**src/rtl/mem_responder.sv**
```systemverilog
// Memory responder for the CPU memory port: writes land at the sampling edge,
// reads return through a two-stage pipeline with a one-cycle rvalid pulse.
module mem_responder #(
    parameter int ADDR_W = 4,
    parameter int DATA_W = 8
) (
    input  logic              clk,
    input  logic              rst_n,
    input  logic              rd,
    input  logic              wr,
    input  logic [ADDR_W-1:0] addr,
    input  logic [DATA_W-1:0] wdata,
    output logic [DATA_W-1:0] rdata,
    output logic              rvalid,
    output logic [7:0]        rd_count
);

    localparam int DEPTH = 1 << ADDR_W;

    logic [DATA_W-1:0] r_mem [DEPTH];
    logic              r_s1_valid;
    logic [ADDR_W-1:0] r_s1_addr;
    logic [DATA_W-1:0] r_rdata;
    logic              r_rvalid;
    logic [7:0]        r_rd_count;

    // Stage 2 reads the array before a same-edge write lands, so a write one
    // edge after the read's sampling edge is never visible to that read.
    always_ff @(posedge clk or negedge rst_n) begin
        if (!rst_n) begin
            for (int i = 0; i < DEPTH; i++) begin
                r_mem[i] <= '0;
            end
            r_s1_valid <= 1'b0;
            r_s1_addr  <= '0;
            r_rdata    <= '0;
            r_rvalid   <= 1'b0;
            r_rd_count <= 8'd0;
        end else begin
            if (wr) begin
                r_mem[addr] <= wdata;
            end
            r_s1_valid <= rd;
            if (rd) begin
                r_s1_addr <= addr;
            end
            r_rvalid <= r_s1_valid;
            if (r_s1_valid) begin
                r_rdata    <= r_mem[r_s1_addr];
                r_rd_count <= r_rd_count + 8'd1;
            end
        end
    end

    assign rdata    = r_rdata;
    assign rvalid   = r_rvalid;
    assign rd_count = r_rd_count;

endmodule

```
**config.mk**
```make
export PLATFORM = sky130hd
export DESIGN_NAME = mem_responder
export DESIGN_NICKNAME = d
export VERILOG_FILES = /design/src/rtl/mem_responder.sv
export SDC_FILE = /design/constraint.sdc
export NUM_CORES = 1
export LEC_CHECK = 0
export BUFFER_PORTS_ARGS = -buffer_cell sky130_fd_sc_hd__buf_4
export CAP_MARGIN = 40
export CORE_UTILIZATION = 35
export DETAILED_ROUTE_END_ITERATION = 8
export GPL_ROUTABILITY_DRIVEN = 0
export GPL_TIMING_DRIVEN = 1
export HOLD_SLACK_MARGIN = 0.08
export PLACE_DENSITY = 0.61
export SYNTH_ARGS = -nofsm -noshare
export SYNTH_HDL_FRONTEND = slang
export SYNTH_SLANG_ARGS = --single-unit
```
**constraint.sdc**
```tcl
create_clock -name clk -period 2.1 [get_ports clk]
set_clock_uncertainty 0.1 [all_clocks]
set_input_delay 0.42 -clock clk [delete_from_list [all_inputs] [get_ports clk]]
set_output_delay 0.42 -clock clk [all_outputs]
set_load 0.02 [all_outputs]
```
---- Word-level counts from Yosys, hierarchy flattened ----
Cells that the tools add are included.
storage, ports and cells
  register bits after elaboration ......... 150
  word-level logic and storage cells ...... 34
cells by class
  add/subtract/negate cells ............... 1
  order comparisons ....................... 3
  muxes and demuxes ....................... 6
  bitwise gates (word level) .............. 2
  reduce and logical (&&, ||, !) cells .... 1
operators by type and width
  cell                 count
  $bwmux 128           1
  $bmux 8 s4           1
  $demux 8 s4          1
  $mux 8               3
  $ge 5x5->1 const B   2
  $not 4->5            2
  $add 8x1->8 const B  1
  $lt 5x1->1 const B   1
  $logic_and 1x1->1    1

---- Logic depth before layout (Yosys ltp) ----
  depth in word-level cells ............... 6
  mapped depth ............................ 6

---- Least setup slack after synthesis ----
OpenSTA, ideal clock, no wires.
  kind .................................... input -> register
  from .................................... input port addr[3]
  to ...................................... register r_mem[88] (netlist bit)
  library setup time ...................... 0.125 ns
  data arrival time ....................... 1.478 ns
  path slack .............................. 0.398 ns
  stages on the path ...................... 5
  cell sequence ........................... clkbuf_1 nand2b_1 nand2b_1 buf_2 mux2_2
on the way
  cells in the longest elaborated chain, start to end .. 6
  elaborated cells between the ends (all ways) .. 7
ends and longest elaborated chain
  item                                                                   RTL line  text
  start, declared                                                        11        input logic [ADDR_W-1:0] addr,
  $not 4->5 (not written as such) *                                      41        r_mem[addr] <= wdata;
  $ge 5x5->1 (not written as such) / $lt 5x1->1 (equally long branches)  41
  $logic_and 1x1->1 (not written as such)                                41
  $mux 8 (not written as such)                                           41
  $demux 8 s4 *                                                          41
  $bwmux 128 *                                                           41
  end signal, assigned by index                                          41
  end, declared                                                          20        logic [DATA_W-1:0] r_mem [DEPTH];
Mark *: on every way between the ends. The rest lies on a longest branch, timed or not.
A chain may end at the register's enable or synchronous reset.

---- Worst setup path after layout ----
  from .................................... register r_s1_addr[1]
  to ...................................... register r_rdata[4] (netlist: rdata[4])
on the way
  cells in the longest elaborated chain, start to end .. 4
ends and longest elaborated chain
  item                                        RTL line  text
  start, declared                             22        logic [ADDR_W-1:0] r_s1_addr;
  start signal, assigned                      45        r_s1_addr <= addr;
  $not 4->5 (not written as such)             49        r_rdata <= r_mem[r_s1_addr];
  $bmux 8 s4                                  49
  $mux 8 (not written as such) (2 in series)  49
  end signal, assigned                        49
  end, declared                               23        logic [DATA_W-1:0] r_rdata;
Every way passes these cells. The select of a mux whose other input is x is not followed.

==> out/results.ini <==
[sta]
report.final.slew_viol_count=0
fmax_mhz=540
slew_headroom_pct=65.2
finalSetupViolations=0
final_hold_viol_count=0
worstMarginPinSlew_ps=522
fin_crit_ps=1850
fin_tns_setup_ps=0
fin_crit_sh_pct=88.2
rsz0062_at_grt=false

[synthesis]
syn-cell-area_um2=6640
synth_edf_count=0
yosys_most_used_dff=dfrtp_1
post_synth.cell_area_avg_um2=15.8
synth_seq_cells=150
netlist_instances=419
synth_top_area_cell=dfrtp_1
yosys_warnings=0
ys_types=27
synth_nets=436
ys_seq_area_share_pct=56.6
ys_async_sr_fraction_pct=100
synth.top_cell.area_share_pct=56.6
synth_area_leaders=dfrtp_1, mux2_2, mux4_2, mux2i_1, a221oi_1

[worst_setup_path]
cp-end-kind=register
cp.buffers_inverters=1
path_max_fanout=25
crit_type=register to register
cp_top_family=multiplexers
reg2reg_slack_ps=250
slowest_delay_ps=550
r2r.worst_path.cells=4
start_kind=register
reg2reg_to=rdata[4]$_DFFE_PN0P_
critical_path.cell_chain=buf_12, mux4_2, o22ai_1, a221oi_1
r2r-start=r_s1_addr[1]$_DFFE_PN0P_
slowest_stage=mux4_2
arrival_ps=2030
cp.required_ps=2280

[die]
coreArea_um2=18300
die_w_um=140
std_cell_rows=49
initial_core_util_pct=36.3
io_pins=33
die-area_um2=19500
fp.dieH_um=140

[run_status]
status=completed

[worst_hold_path]
hold_class=input pin to register
min_from=addr[0]
min_to=r_s1_addr[0]$_DFFE_PN0P_
holdPathStages=2

[pwr]
leakage_nw=3.39
peakVddDrop_mv=0.552
p_total_mw=8.98
p_per_area_nw_per_um2=1130

[clock_tree]
cts.clk_slew.worst_paths_ps=60
numCtsBuffers=17
cts-root-buf=clkbuf_16
clk-insertion-delay-late_ps=420
htree_levels=4
cts-resized-gates=0
cts.sinks=150
cts_tree=done
cts_setup_buffers=0
clock_path_buffers=2

[grt]
grt_pass1_wl_um=23900
antenna_found_initial=0
grt_max_degree=50
grt_pass1_vias=4145
grt_overflow=0
grtUsageTotal_pct=16.6

[detailed_routing]
ant_nets=0
firstDrtPassIters=4
drc=0
vias=3762
avgViaCountPerCell=5.30
finalWirelength_um=14500
wire_per_inst_um=20.4
drtIter0Drc=228

[cells_and_area]
fillers=1617
seq_area_um2=3750
drive_gt1_share_pct=54.5
insertedDiodeCount=0
nets=485
final_cell_mix=dfrtp_1, mux2_2, buf_4, mux4_2, clkbuf_16
synthToLayoutAreaGrowth_pct=19.5
layout_commonest_cell=dfrtp_1
multiInputGateArea_um2=2730

[run]
max_cap_viol_count=0

[placed_design]
portBuffers=32
dpl.hpwl_um=9430

-- layout make-up --
| class | count | area share [%] |
|---|---|---|
| flip-flops and latches | 150 | 47.4 |
| well taps | 229 | 3.61 |
| clock inverters | 9 | 1.86 |
| clock buffers | 23 | 6.03 |
| multi-input cells | 240 | 34.5 |
| repair buffers | 59 | 6.64 |
-- flip-flops by register name (all words and copies together), names as in the netlist --
register    count
rvalid          1
rdata           8
r_mem         128
r_s1_addr       4
r_s1_valid      1
rd_count        8
-- cell usage after synthesis, drive strengths merged, types with 3 or more instances --
library cell,n
dfrtp,150
mux2,133
mux4,32
nor2,18
buf,17
clkbuf,12
a221oi,8
mux2i,8
o22ai,8
xnor2,6
nand2b,4
nand3,4
nand2,3
nand3b,3
or3,3
-- kinds of logic (layout without fill, tap and decap cells) --
logic type      after synthesis  after routing  synth area share (%)
mux                         173            173                  34.6
compound gates               16             16                  1.81
xor+xnor                      7              7                 0.924
buf+inv                      29             91                  2.22
flops                       150            150                  56.6
fa+ha+maj                     1              1                 0.189
simple gates                 43             43                  3.64
-- repair_timing --
action / 4_1_cts / 5_1_grt
endpoints found under the hold margin: 36 / 0
endpoints found under the setup margin: 0 / 0
hold buffers: 2 / 0
-- worst max path at each step --
stage                                         to  slack (ps)                startpoint  cells past startpoint
after floorplan            r_mem[88]$_DFFE_PN0P_         400                   addr[3]                      5
after global placement    r_mem[114]$_DFFE_PN0P_         220                   addr[1]                      4
after detailed placement  r_mem[112]$_DFFE_PN0P_         190                   addr[1]                      4
after CTS                   rdata[4]$_DFFE_PN0P_         250  r_s1_addr[1]$_DFFE_PN0P_                      4
after global routing        rdata[6]$_DFFE_PN0P_         220  r_s1_addr[1]$_DFFE_PN0P_                      4
final                       rdata[4]$_DFFE_PN0P_         250  r_s1_addr[1]$_DFFE_PN0P_                      4
-- through the flow --
stage	hold WS [ps]	utilization (%)	setup WS, ps	instances	instance area (um^2)
2_1_floorplan	24.4	-	398	419	6640
3_3_place_gp	247	39.9	224	676	7280
3_5_place_dp	251	39.9	188	676	7280
4_1_cts	146	43.4	246	710	7930
5_1_grt	161	43.4	219	710	7930
6_report	165	43.4	248	710	7930
-- routing by layer --
metal | vias to the layer above | global-route usage (%) | wire [um] | part of all wire, %
li1 | 1656 | - | - | -
met1 | 2013 | 21.9 | 6790 | 47
met2 | 73 | 26.2 | 6890 | 48
met3 | 20 | 4.75 | 597 | 4.1
met4 | 0 | 5.44 | 192 | 1.3
met5 | - | 0 | 0 | 0
-- power by group --
group	total, mW	switching [mW]	leakage [nW]	internal, mW
Combinational	1.79	0.733	1.25	1.06
Sequential	3.98	0.399	1.83	3.58
Clock	3.21	1.13	0.307	2.07
Total	8.98	2.26	3.39	6.72
Power figures use the tool's default switching activity.
